### src/rtl/router_pkt_tx_if.sv
// Request, payload and router-side signals of the packet transmitter.
interface router_pkt_tx_if;
  localparam int unsigned ADDR_W = 2;
  localparam int unsigned LEN_W  = 6;
  localparam int unsigned DATA_W = 8;

  logic              req_valid;
  logic [ADDR_W-1:0] req_addr;
  logic [LEN_W-1:0]  req_len;
  logic              req_ready;
  logic [DATA_W-1:0] pl_data;
  logic              pl_valid;
  logic              pl_ready;
  logic              busy;
  logic              err;
  logic              pkt_valid;
  logic [DATA_W-1:0] tx_data;
  logic              done;
  logic              pkt_err;
  logic              bad_req;

  // Requester/router side: offers requests and payload, models the router.
  modport master (
    output req_valid, req_addr, req_len, pl_data, pl_valid, busy, err,
    input  req_ready, pl_ready, pkt_valid, tx_data, done, pkt_err, bad_req
  );

  // Transmitter side.
  modport slave (
    input  req_valid, req_addr, req_len, pl_data, pl_valid, busy, err,
    output req_ready, pl_ready, pkt_valid, tx_data, done, pkt_err, bad_req
  );
endinterface

### src/rtl/router_pkt_tx.sv
// Packet transmitter: buffers a payload, then sends header, payload and
// parity bytes to a router, honouring its busy stall, and watches the
// router's error flag for a fixed window after each packet.
module router_pkt_tx (
  input  logic            clock,
  input  logic            resetn,
  router_pkt_tx_if.slave  bus
);
  localparam int unsigned ADDR_W     = 2;
  localparam int unsigned LEN_W      = 6;
  localparam int unsigned DATA_W     = 8;
  localparam int unsigned DEPTH      = 64;
  localparam int unsigned CHK_W      = 2;
  localparam int unsigned CHK_CYCLES = 4;

  typedef enum logic [2:0] {
    IDLE    = 3'd0,
    LOAD    = 3'd1,
    HEADER  = 3'd2,
    PAYLOAD = 3'd3,
    PARITY  = 3'd4,
    CHECK   = 3'd5
  } state_t;

  state_t            state;
  logic [ADDR_W-1:0] addr_q;
  logic [LEN_W-1:0]  len_q;
  logic [LEN_W-1:0]  wr_ptr;
  logic [LEN_W-1:0]  rd_ptr;
  logic [DATA_W-1:0] parity;
  logic [CHK_W-1:0]  chk_cnt;
  logic              err_seen;

  logic              req_ready_q;
  logic              pl_ready_q;
  logic              pkt_valid_q;
  logic [DATA_W-1:0] tx_data_q;
  logic              done_q;
  logic              pkt_err_q;
  logic              bad_req_q;

  logic [DATA_W-1:0] mem [DEPTH];

  logic              req_fire;
  logic              pl_fire;
  logic              req_bad;
  logic              last_wr;
  logic              last_rd;
  logic              chk_last;
  logic [LEN_W-1:0]  rd_next;

  assign bus.req_ready = req_ready_q;
  assign bus.pl_ready  = pl_ready_q;
  assign bus.pkt_valid = pkt_valid_q;
  assign bus.tx_data   = tx_data_q;
  assign bus.done      = done_q;
  assign bus.pkt_err   = pkt_err_q;
  assign bus.bad_req   = bad_req_q;

  // Handshake decode and pointer end-of-packet detection.
  assign req_fire = bus.req_valid && req_ready_q;
  assign pl_fire  = bus.pl_valid && pl_ready_q;
  assign req_bad  = (bus.req_addr == ADDR_W'(3)) || (bus.req_len == '0);
  assign last_wr  = (wr_ptr == len_q - LEN_W'(1));
  assign last_rd  = (rd_ptr == len_q - LEN_W'(1));
  assign chk_last = (chk_cnt == CHK_W'(CHK_CYCLES - 1));
  assign rd_next  = rd_ptr + LEN_W'(1);

  // Payload buffer; contents need no reset since only written bytes are read.
  always_ff @(posedge clock) begin
    if (pl_fire) begin
      mem[wr_ptr] <= bus.pl_data;
    end
  end

  // Packet sequencer with registered handshake and router outputs.
  always_ff @(posedge clock or negedge resetn) begin
    if (!resetn) begin
      state       <= IDLE;
      addr_q      <= '0;
      len_q       <= '0;
      wr_ptr      <= '0;
      rd_ptr      <= '0;
      parity      <= '0;
      chk_cnt     <= '0;
      err_seen    <= 1'b0;
      req_ready_q <= 1'b1;
      pl_ready_q  <= 1'b0;
      pkt_valid_q <= 1'b0;
      tx_data_q   <= '0;
      done_q      <= 1'b0;
      pkt_err_q   <= 1'b0;
      bad_req_q   <= 1'b0;
    end else begin
      done_q    <= 1'b0;
      bad_req_q <= 1'b0;
      case (state)
        IDLE: begin
          if (req_fire) begin
            if (req_bad) begin
              bad_req_q <= 1'b1;
            end else begin
              addr_q      <= bus.req_addr;
              len_q       <= bus.req_len;
              wr_ptr      <= '0;
              parity      <= {bus.req_len, bus.req_addr};
              req_ready_q <= 1'b0;
              pl_ready_q  <= 1'b1;
              state       <= LOAD;
            end
          end
        end
        LOAD: begin
          if (pl_fire) begin
            wr_ptr <= wr_ptr + LEN_W'(1);
            parity <= parity ^ bus.pl_data;
            if (last_wr) begin
              pl_ready_q  <= 1'b0;
              pkt_valid_q <= 1'b1;
              tx_data_q   <= {len_q, addr_q};
              state       <= HEADER;
            end
          end
        end
        HEADER: begin
          if (!bus.busy) begin
            rd_ptr    <= '0;
            tx_data_q <= mem[LEN_W'(0)];
            state     <= PAYLOAD;
          end
        end
        PAYLOAD: begin
          if (!bus.busy) begin
            if (last_rd) begin
              pkt_valid_q <= 1'b0;
              tx_data_q   <= parity;
              state       <= PARITY;
            end else begin
              rd_ptr    <= rd_next;
              tx_data_q <= mem[rd_next];
            end
          end
        end
        PARITY: begin
          if (!bus.busy) begin
            tx_data_q <= '0;
            chk_cnt   <= '0;
            err_seen  <= 1'b0;
            state     <= CHECK;
          end
        end
        CHECK: begin
          chk_cnt  <= chk_cnt + CHK_W'(1);
          err_seen <= err_seen | bus.err;
          if (chk_last) begin
            done_q      <= 1'b1;
            pkt_err_q   <= err_seen | bus.err;
            req_ready_q <= 1'b1;
            state       <= IDLE;
          end
        end
        default: begin
          pl_ready_q  <= 1'b0;
          pkt_valid_q <= 1'b0;
          tx_data_q   <= '0;
          req_ready_q <= 1'b1;
          state       <= IDLE;
        end
      endcase
    end
  end
endmodule
### src/flat_wrapper.sv
// flat-port wrapper written by rule: the top's interface ports become plain ports
module router_pkt_tx_flat 
  (clock, resetn, bus_req_valid, bus_req_addr, bus_req_len, bus_pl_data, bus_pl_valid, bus_busy, bus_err, bus_req_ready, bus_pl_ready, bus_pkt_valid, bus_tx_data, bus_done, bus_pkt_err, bus_bad_req);
  router_pkt_tx_if bus_i ();
  input  logic clock;
  input  logic resetn;
  input wire logic [$bits(bus_i.req_valid)-1:0] bus_req_valid;
  input wire logic [$bits(bus_i.req_addr)-1:0] bus_req_addr;
  input wire logic [$bits(bus_i.req_len)-1:0] bus_req_len;
  input wire logic [$bits(bus_i.pl_data)-1:0] bus_pl_data;
  input wire logic [$bits(bus_i.pl_valid)-1:0] bus_pl_valid;
  input wire logic [$bits(bus_i.busy)-1:0] bus_busy;
  input wire logic [$bits(bus_i.err)-1:0] bus_err;
  output wire logic [$bits(bus_i.req_ready)-1:0] bus_req_ready;
  output wire logic [$bits(bus_i.pl_ready)-1:0] bus_pl_ready;
  output wire logic [$bits(bus_i.pkt_valid)-1:0] bus_pkt_valid;
  output wire logic [$bits(bus_i.tx_data)-1:0] bus_tx_data;
  output wire logic [$bits(bus_i.done)-1:0] bus_done;
  output wire logic [$bits(bus_i.pkt_err)-1:0] bus_pkt_err;
  output wire logic [$bits(bus_i.bad_req)-1:0] bus_bad_req;
  assign bus_i.req_valid = bus_req_valid;
  assign bus_i.req_addr = bus_req_addr;
  assign bus_i.req_len = bus_req_len;
  assign bus_i.pl_data = bus_pl_data;
  assign bus_i.pl_valid = bus_pl_valid;
  assign bus_i.busy = bus_busy;
  assign bus_i.err = bus_err;
  assign bus_req_ready = bus_i.req_ready;
  assign bus_pl_ready = bus_i.pl_ready;
  assign bus_pkt_valid = bus_i.pkt_valid;
  assign bus_tx_data = bus_i.tx_data;
  assign bus_done = bus_i.done;
  assign bus_pkt_err = bus_i.pkt_err;
  assign bus_bad_req = bus_i.bad_req;
  router_pkt_tx u_core (.clock(clock), .resetn(resetn), .bus(bus_i));
endmodule
### config.mk
export PLATFORM = sky130hd
export DESIGN_NAME = router_pkt_tx_flat
export DESIGN_NICKNAME = d
export VERILOG_FILES = /design/src/rtl/router_pkt_tx_if.sv /design/src/rtl/router_pkt_tx.sv /design/src/flat_wrapper.sv
export SDC_FILE = /design/constraint.sdc
export NUM_CORES = 1
export LEC_CHECK = 0
export BUFFER_PORTS_ARGS = -buffer_cell sky130_fd_sc_hd__buf_2
export CORE_ASPECT_RATIO = 2
export CORE_UTILIZATION = 40
export CTS_BUF_LIST = sky130_fd_sc_hd__clkbuf_16
export DETAILED_ROUTE_END_ITERATION = 12
export SLEW_MARGIN = 0
export SYNTH_ARGS = -nofsm -noshare
export SYNTH_HDL_FRONTEND = slang
export SYNTH_SLANG_ARGS = --single-unit
### constraint.sdc
create_clock -name clock -period 8 [get_ports clock]
set_input_delay 0.4 -clock clock [delete_from_list [all_inputs] [get_ports clock]]
set_output_delay 0.4 -clock clock [all_outputs]
set_load 0.005 [all_outputs]
==> flow_summary.ini, run 1 <==
[outcome]
status = finished clean

[finish]
syn2layout_area_growth_pct = 10.6
drive_above_1_share_pct = 23.3
stdcell_count = 2086
final_core_util_pct = 44.8
diodes = 0
final_nets = 1320
filler_cell_count = 4939

[floorplan]
core-area_mm2 = 0.0571
die_h_um = 342
num_io_pins = 36
dieArea_mm2 = 0.0588
die_x_um = 172
rows = 124
initial_core_util_pct = 40.5

[clocking]
cts_tree = done
cts_buffers = 45
cts_setup_buffers = 0
cts_resized = 0
hold_buffers = 1
cts_max_path_buffers = 3
clk_latency_ns = 0.58
path_clk_slew_ns = 0.08
cts-root-buf = clkbuf_16
cts.htree.levels = 2
cts.sinks = 560

[power]
power_density_mw_per_mm2 = 340
vdd_ir_drop_max_uv = 226
leakage_nw = 8.22

[hold_path]
holdCritPathClass = primary input to flip-flop
hold_end = u_core.bus.bad_req$_DFF_PN0_
min_path_cells = 3
worstHoldStart = bus_req_valid

[routing]
drc = 0
avgViaCountPerCell = 5.75
wirelength_um = 59500
vias = 12000
drt_iter0_drc = 1059
drt_pass1_iterations = 7
wl_per_cell_um = 28.5
ant_nets = 0

[run]
maxCapViolations = 0

[critical_path]
crit_type = flip-flop to flip-flop
slowest_stage = a31oi_1
cp-end-kind = flip-flop
worstSetupStartpointType = flip-flop
worstReg2RegStart = u_core.rd_ptr[0]$_DFFE_PN0P_
required_ns = 8.45
r2r_cells = 9
path_cells = ha_4, xor2_4, buf_4, buf_4, mux2i_1, a211oi_1, a31oi_1, a31oi_1, a221o_1
r2r_setup_slack_ns = 3.86
worst_path_largest_cell_delay_ns = 0.66
crit_buf_inv = 2
r2r_end = u_core.bus.tx_data[6]$_DFFE_PN0P_
cpLargestDelayFamily = compound AO/OA/AOI/OAI gates
cp.arrival_ns = 4.59
worst-path-max-fanout = 33

[place]
port_buffers = 35
dp_hpwl_um = 40100
gp_congestion = 0.930
dp_cells = 2002
preCtsSetupSlack_ns = 4.06

[timing]
period_needed_ns = 4.14
hold_viol = 0
setup_slack_ns = 3.86
fin_skew_ns = 0.0186
max_slew_margin_pct = 17.1
final_min_period_over_clock_period_pct = 51.8
rsz0062_at_grt = no
worst_pin_slew_ns = 1.24
fin_setup_tns_ns = 0
setup_viol = 0
slew_viol_final = 0
max_freq_mhz = 242

[grt]
grt_max_degree = 67
track_usage_pct = 20.8
grt-ovfl-total = 0
grt_pass1_vias = 12700
antenna_found_initial = 0
grt_pass1_wl_um = 86100

[synthesis]
synth_edf_count = 512
syn_inst = 1265
ys_types = 61
yosys_warnings = 0
post-synth-top-count-cell = edfxtp_1
synthFlopType = edfxtp_1
async_reset_ff_share_pct = 8.57
ys_seq_area_share_pct = 71.7
yosysTopAreaCellShare_pct = 66.5
ys_top_cells_by_area = edfxtp_1 (66%), mux4_2 (12%), dfrtp_1 (5.1%), mux2i_1 (1.7%), nor2_1 (1.5%)
synth_common_cells = edfxtp_1 (512), mux4_2 (128), nor2_1 (94)
syn_avg_cell_area_um2 = 18.3
yosys.area.top_type = edfxtp_1
syn_nets = 1291
syn_area_mm2 = 0.0231
ys_seq_elements = 560
## cells by family (layout without fill, tap and decap cells)
| kind of cell | after synthesis | after routing | synth area share [%] |
|---|---|---|---|
| mux | 198 | 198 | 15.7 |
| compound gates | 176 | 176 | 5.20 |
| simple gates | 222 | 222 | 4.77 |
| fa+ha+maj | 4 | 4 | 0.216 |
| xor+xnor | 18 | 18 | 0.833 |
| flops | 560 | 560 | 71.7 |
| buf+inv | 87 | 152 | 1.64 |
## through the flow
stage,power (W),hold slack [ns],cell area [µm²]
after detailed placement,0.00656,0.499,24100
final,0.00870,0.0939,25600
after CTS,0.00875,0.0694,25600
after global placement,0.00654,0.464,24100
after floorplan,0.00555,0.104,23100
after global routing,0.00901,0.0877,25600
## cell type report
cell class	instances	area, µm²	share of cell area, %
Tap cell	756	946	3.70
Clock buffer	47	1180	4.60
Inverter	11	41.3	0.161
Sequential cell	560	16600	64.8
Multi-Input combinational cell	618	6190	24.2
Timing Repair Buffer	58	350	1.37
Clock inverter	36	280	1.10
## sequential cells by signal (all words and copies together), names as in the netlist, 2 cells and up
name,count
u_core.bus.tx_data,8
u_core.wr_ptr,6
u_core.mem,512
u_core.addr_q,2
u_core.rd_ptr,6
u_core.state,3
u_core.parity,8
u_core.chk_cnt,2
u_core.len_q,6
## worst max path at each step
stage,from,to,slack (ns),depth (start not counted)
after floorplan,u_core.rd_ptr[0]$_DFFE_PN0P_,u_core.bus.tx_data[5]$_DFFE_PN0P_,5.32,9
after global placement,u_core.rd_ptr[0]$_DFFE_PN0P_,u_core.bus.tx_data[5]$_DFFE_PN0P_,4.06,7
after detailed placement,u_core.rd_ptr[0]$_DFFE_PN0P_,u_core.bus.tx_data[5]$_DFFE_PN0P_,4.06,7
after CTS,u_core.rd_ptr[0]$_DFFE_PN0P_,u_core.bus.tx_data[5]$_DFFE_PN0P_,4.03,7
after global routing,u_core.rd_ptr[1]$_DFFE_PN0P_,u_core.bus.tx_data[6]$_DFFE_PN0P_,3.77,9
final,u_core.rd_ptr[0]$_DFFE_PN0P_,u_core.bus.tx_data[6]$_DFFE_PN0P_,3.86,9
## per-layer routing
metal	up-vias	part of all wire, %	GRT usage, %
li1	5191	-	-
met1	6320	33	20.4
met2	345	57	39.5
met3	133	3.6	2.45
met4	0	7.2	14.1
met5	-	0	0
## power by group
part	switching [W]	total [W]	internal, W
logic	0.00167	0.00298	0.00131
clock network	0.00104	0.00222	0.00118
registers	0.000187	0.00350	0.00331
## worst register-to-register path, stage by stage (launching register included)
cell	delay, ns
dfrtp_4	0.56
ha_4	0.30
xor2_4	0.15
buf_4	0.51
buf_4	0.65
mux2i_1	0.60
a211oi_1	0.09
a31oi_1	0.66
a31oi_1	0.20
a221o_1	0.29
## cell usage in the layout (no fill, tap or decap), drive strengths merged, types with 5 or more instances in the layout
cell type,instances
clkbuf,47
nor3b,12
mux2i,40
and3,5
or2,7
nor2,94
nor3,11
buf,57
o2bb2ai,9
clkinv,19
mux2,30
edfxtp,512
a22oi,9
nor4,5
o21ai,36
a211oi,19
a2111oi,8
xor2,13
inv,18
nand2,36
mux4,128
nand3b,12
and3b,5
dfrtp,47
a31oi,18
a221o,8
a21oi,48
nand3,12
clkinvlp,7
(Power assumes the default switching activity.)
==> inputs of run 2 (changes only) <==
Clock period 8 ns to 4.08 ns, I/O delays scaled along.
==> run 2 against run 1 <==
Clock-buffer cell count did not move; final cell count grew 1.5%; clock skew is 0.0071 ns lower; setup slack worse by 3.4 ns; non-clock buffer count up 29; wire length is 0.18% higher; hold slack lost 0.034 ns; global-route usage barely moved; critical endpoint unchanged.
==> flow_summary.ini, run 2 (same netlist as run 1, synthesis figures left out) <==
[floorplan]
rows = 124
die_h_um = 342
core-area_mm2 = 0.0571
dieArea_mm2 = 0.0588
initial_core_util_pct = 40.5
num_io_pins = 36
die_x_um = 172

[routing]
drc = 0
wirelength_um = 59600
ant_nets = 0
wl_per_cell_um = 28.1
avgViaCountPerCell = 5.72
drt_iter0_drc = 1177
drt_pass1_iterations = 4
vias = 12100

[timing]
fin_setup_tns_ns = 0
whs_ns = 0.0596
fin_skew_ns = 0.0115
slew_viol_final = 0
period_needed_ns = 3.62
rsz0062_at_grt = no
setup_viol = 0
max_freq_mhz = 276
final_min_period_over_clock_period_pct = 88.8
worst_pin_slew_ns = 1.07
hold_viol = 0
max_slew_margin_pct = 28.3

[grt]
grt_pass1_wl_um = 86600
antenna_found_initial = 0
grt-ovfl-total = 0
grt_pass1_vias = 12800
grt_max_degree = 53
track_usage_pct = 20.8

[clocking]
cts_buffers = 46
cts_max_path_buffers = 3
path_clk_slew_ns = 0.07
cts_setup_buffers = 0
cts.htree.levels = 2
clk_latency_ns = 0.59
cts_resized = 0
cts_tree = done
cts-root-buf = clkbuf_16
cts.sinks = 560

[critical_path]
worstSetupStartpointType = flip-flop
worst-path-max-fanout = 41
cp-end-kind = flip-flop
path_cells = ha_4, buf_12, mux4_2, mux2i_1, a21oi_1, a2111oi_2, a31oi_1, a221o_1
crit_type = flip-flop to flip-flop
required_ns = 4.54
cp.arrival_ns = 4.09
slowest_stage = dfrtp_4
worst_path_largest_cell_delay_ns = 0.66

[place]
port_buffers = 35
dp_hpwl_um = 40700
gp_congestion = 0.888

[hold_path]
holdCritPathClass = primary input to flip-flop

[power]
vdd_ir_drop_max_uv = 537
seqPwrFrac_pct = 39.3
clockPowerShare_pct = 26.1
power_density_mw_per_mm2 = 673
swShare_pct = 33.1
finalPower_w = 0.0175
p_comb_share_pct = 34.6
p_switching_w = 0.00579
intPower_w = 0.0117
leakage_nw = 8.45

[finish]
drive_above_1_share_pct = 24.1
syn2layout_area_growth_pct = 12.3
layout_common_cells = edfxtp_1 (512), mux4_2 (128), nor2_1 (94)
filler_cell_count = 4893
diodes = 0
final_common_cell = edfxtp_1
regMostFlops = u_core.mem
largest_reg_flops = 512
final_nets = 1350

[outcome]
status = finished clean

[run]
maxCapViolations = 0
==> run 2: cell count changes in the layout (fill, tap and decap cells not counted), sizes merged <==
cell / change
buf: +18
dlygate4sd3: +11
inv: +6
clkinv: -4
bufinv: +3
clkinvlp: -2
==> run 2: path summary, 6_finish.rpt <==
| path | from | end | slack, ns | depth (start not counted) |
|---|---|---|---|---|
| hold / removal | bus_pl_data[6] | u_core.mem[59][6]$_DFFE_PP_ | 0.06 | 1 |
| setup reg to reg | u_core.rd_ptr[0]$_DFFE_PN0P_ | u_core.bus.tx_data[6]$_DFFE_PN0P_ | 0.46 | 8 |
| max in group asynchronous | resetn | u_core.rd_ptr[0]$_DFFE_PN0P_ | 3.28 | 3 |
| hold reg to reg | u_core.bus.pkt_err$_DFFE_PN0P_ | u_core.bus.pkt_err$_DFFE_PN0P_ | 0.50 | 2 |
| setup / recovery | u_core.rd_ptr[0]$_DFFE_PN0P_ | u_core.bus.tx_data[6]$_DFFE_PN0P_ | 0.46 | 8 |
| min in group asynchronous | resetn | u_core.len_q[1]$_DFFE_PN0P_ | 0.30 | 3 |
==> run 2: what timing repair did <==
action | CTS | global route
endpoints found under the hold margin | 67 | 0
hold buffers | 12 | 0
setup endpoints to repair | 0 | 0
==> run 2: per-layer routing <==
metal  GRT usage (%)  routed length [µm]  share of wire (%)
met1            21.5               20400                 34
met3            2.33                1960                3.3
met5               0                   0                  0
met4            14.0                4330                7.3
met2            38.6               32900                 55
==> run 2: worst max-delay path: cells and delay by family, from the launching register on <==
family / cells / cell delay, ns
buffers and inverters: 1 / 0.32
DFF: 1 / 0.66
muxes: 2 / 0.84
AOI/OAI and AO/OA: 4 / 1.07
adders and majority gates: 1 / 0.57
==> run 2: area by class of cell <==
cell class	count	area, µm²	share of cell area [%]
repair buffers	87	671	2.58
well taps	756	946	3.64
clock buffers	47	1180	4.53
clock inverters	39	367	1.41
multi-input cells	618	6190	23.8
flip-flops and latches	560	16600	63.8
inverters	11	41.3	0.159
==> run 2: power groups by stage <==
stage               clock network (W)  registers, W  logic, W
floorplan                           0       0.00671   0.00417
global placement                    0       0.00698   0.00606
global route                  0.00483       0.00689   0.00639
detailed placement                  0       0.00698   0.00609
CTS                           0.00464       0.00686   0.00611
finish                        0.00457       0.00687   0.00606
==> run 2: per-stage QoR <==
step | setup WS (ns) | cell area, µm² | utilization, % | cells
final | 0.458 | 26000 | 45.5 | 2118
after global routing | 0.359 | 26000 | 45.5 | 2118
after CTS | 0.480 | 26000 | 45.5 | 2118
after detailed placement | 0.503 | 24300 | 42.6 | 2020
after global placement | 0.498 | 24300 | 42.6 | 2020
after floorplan | 1.40 | 23100 | - | 1265
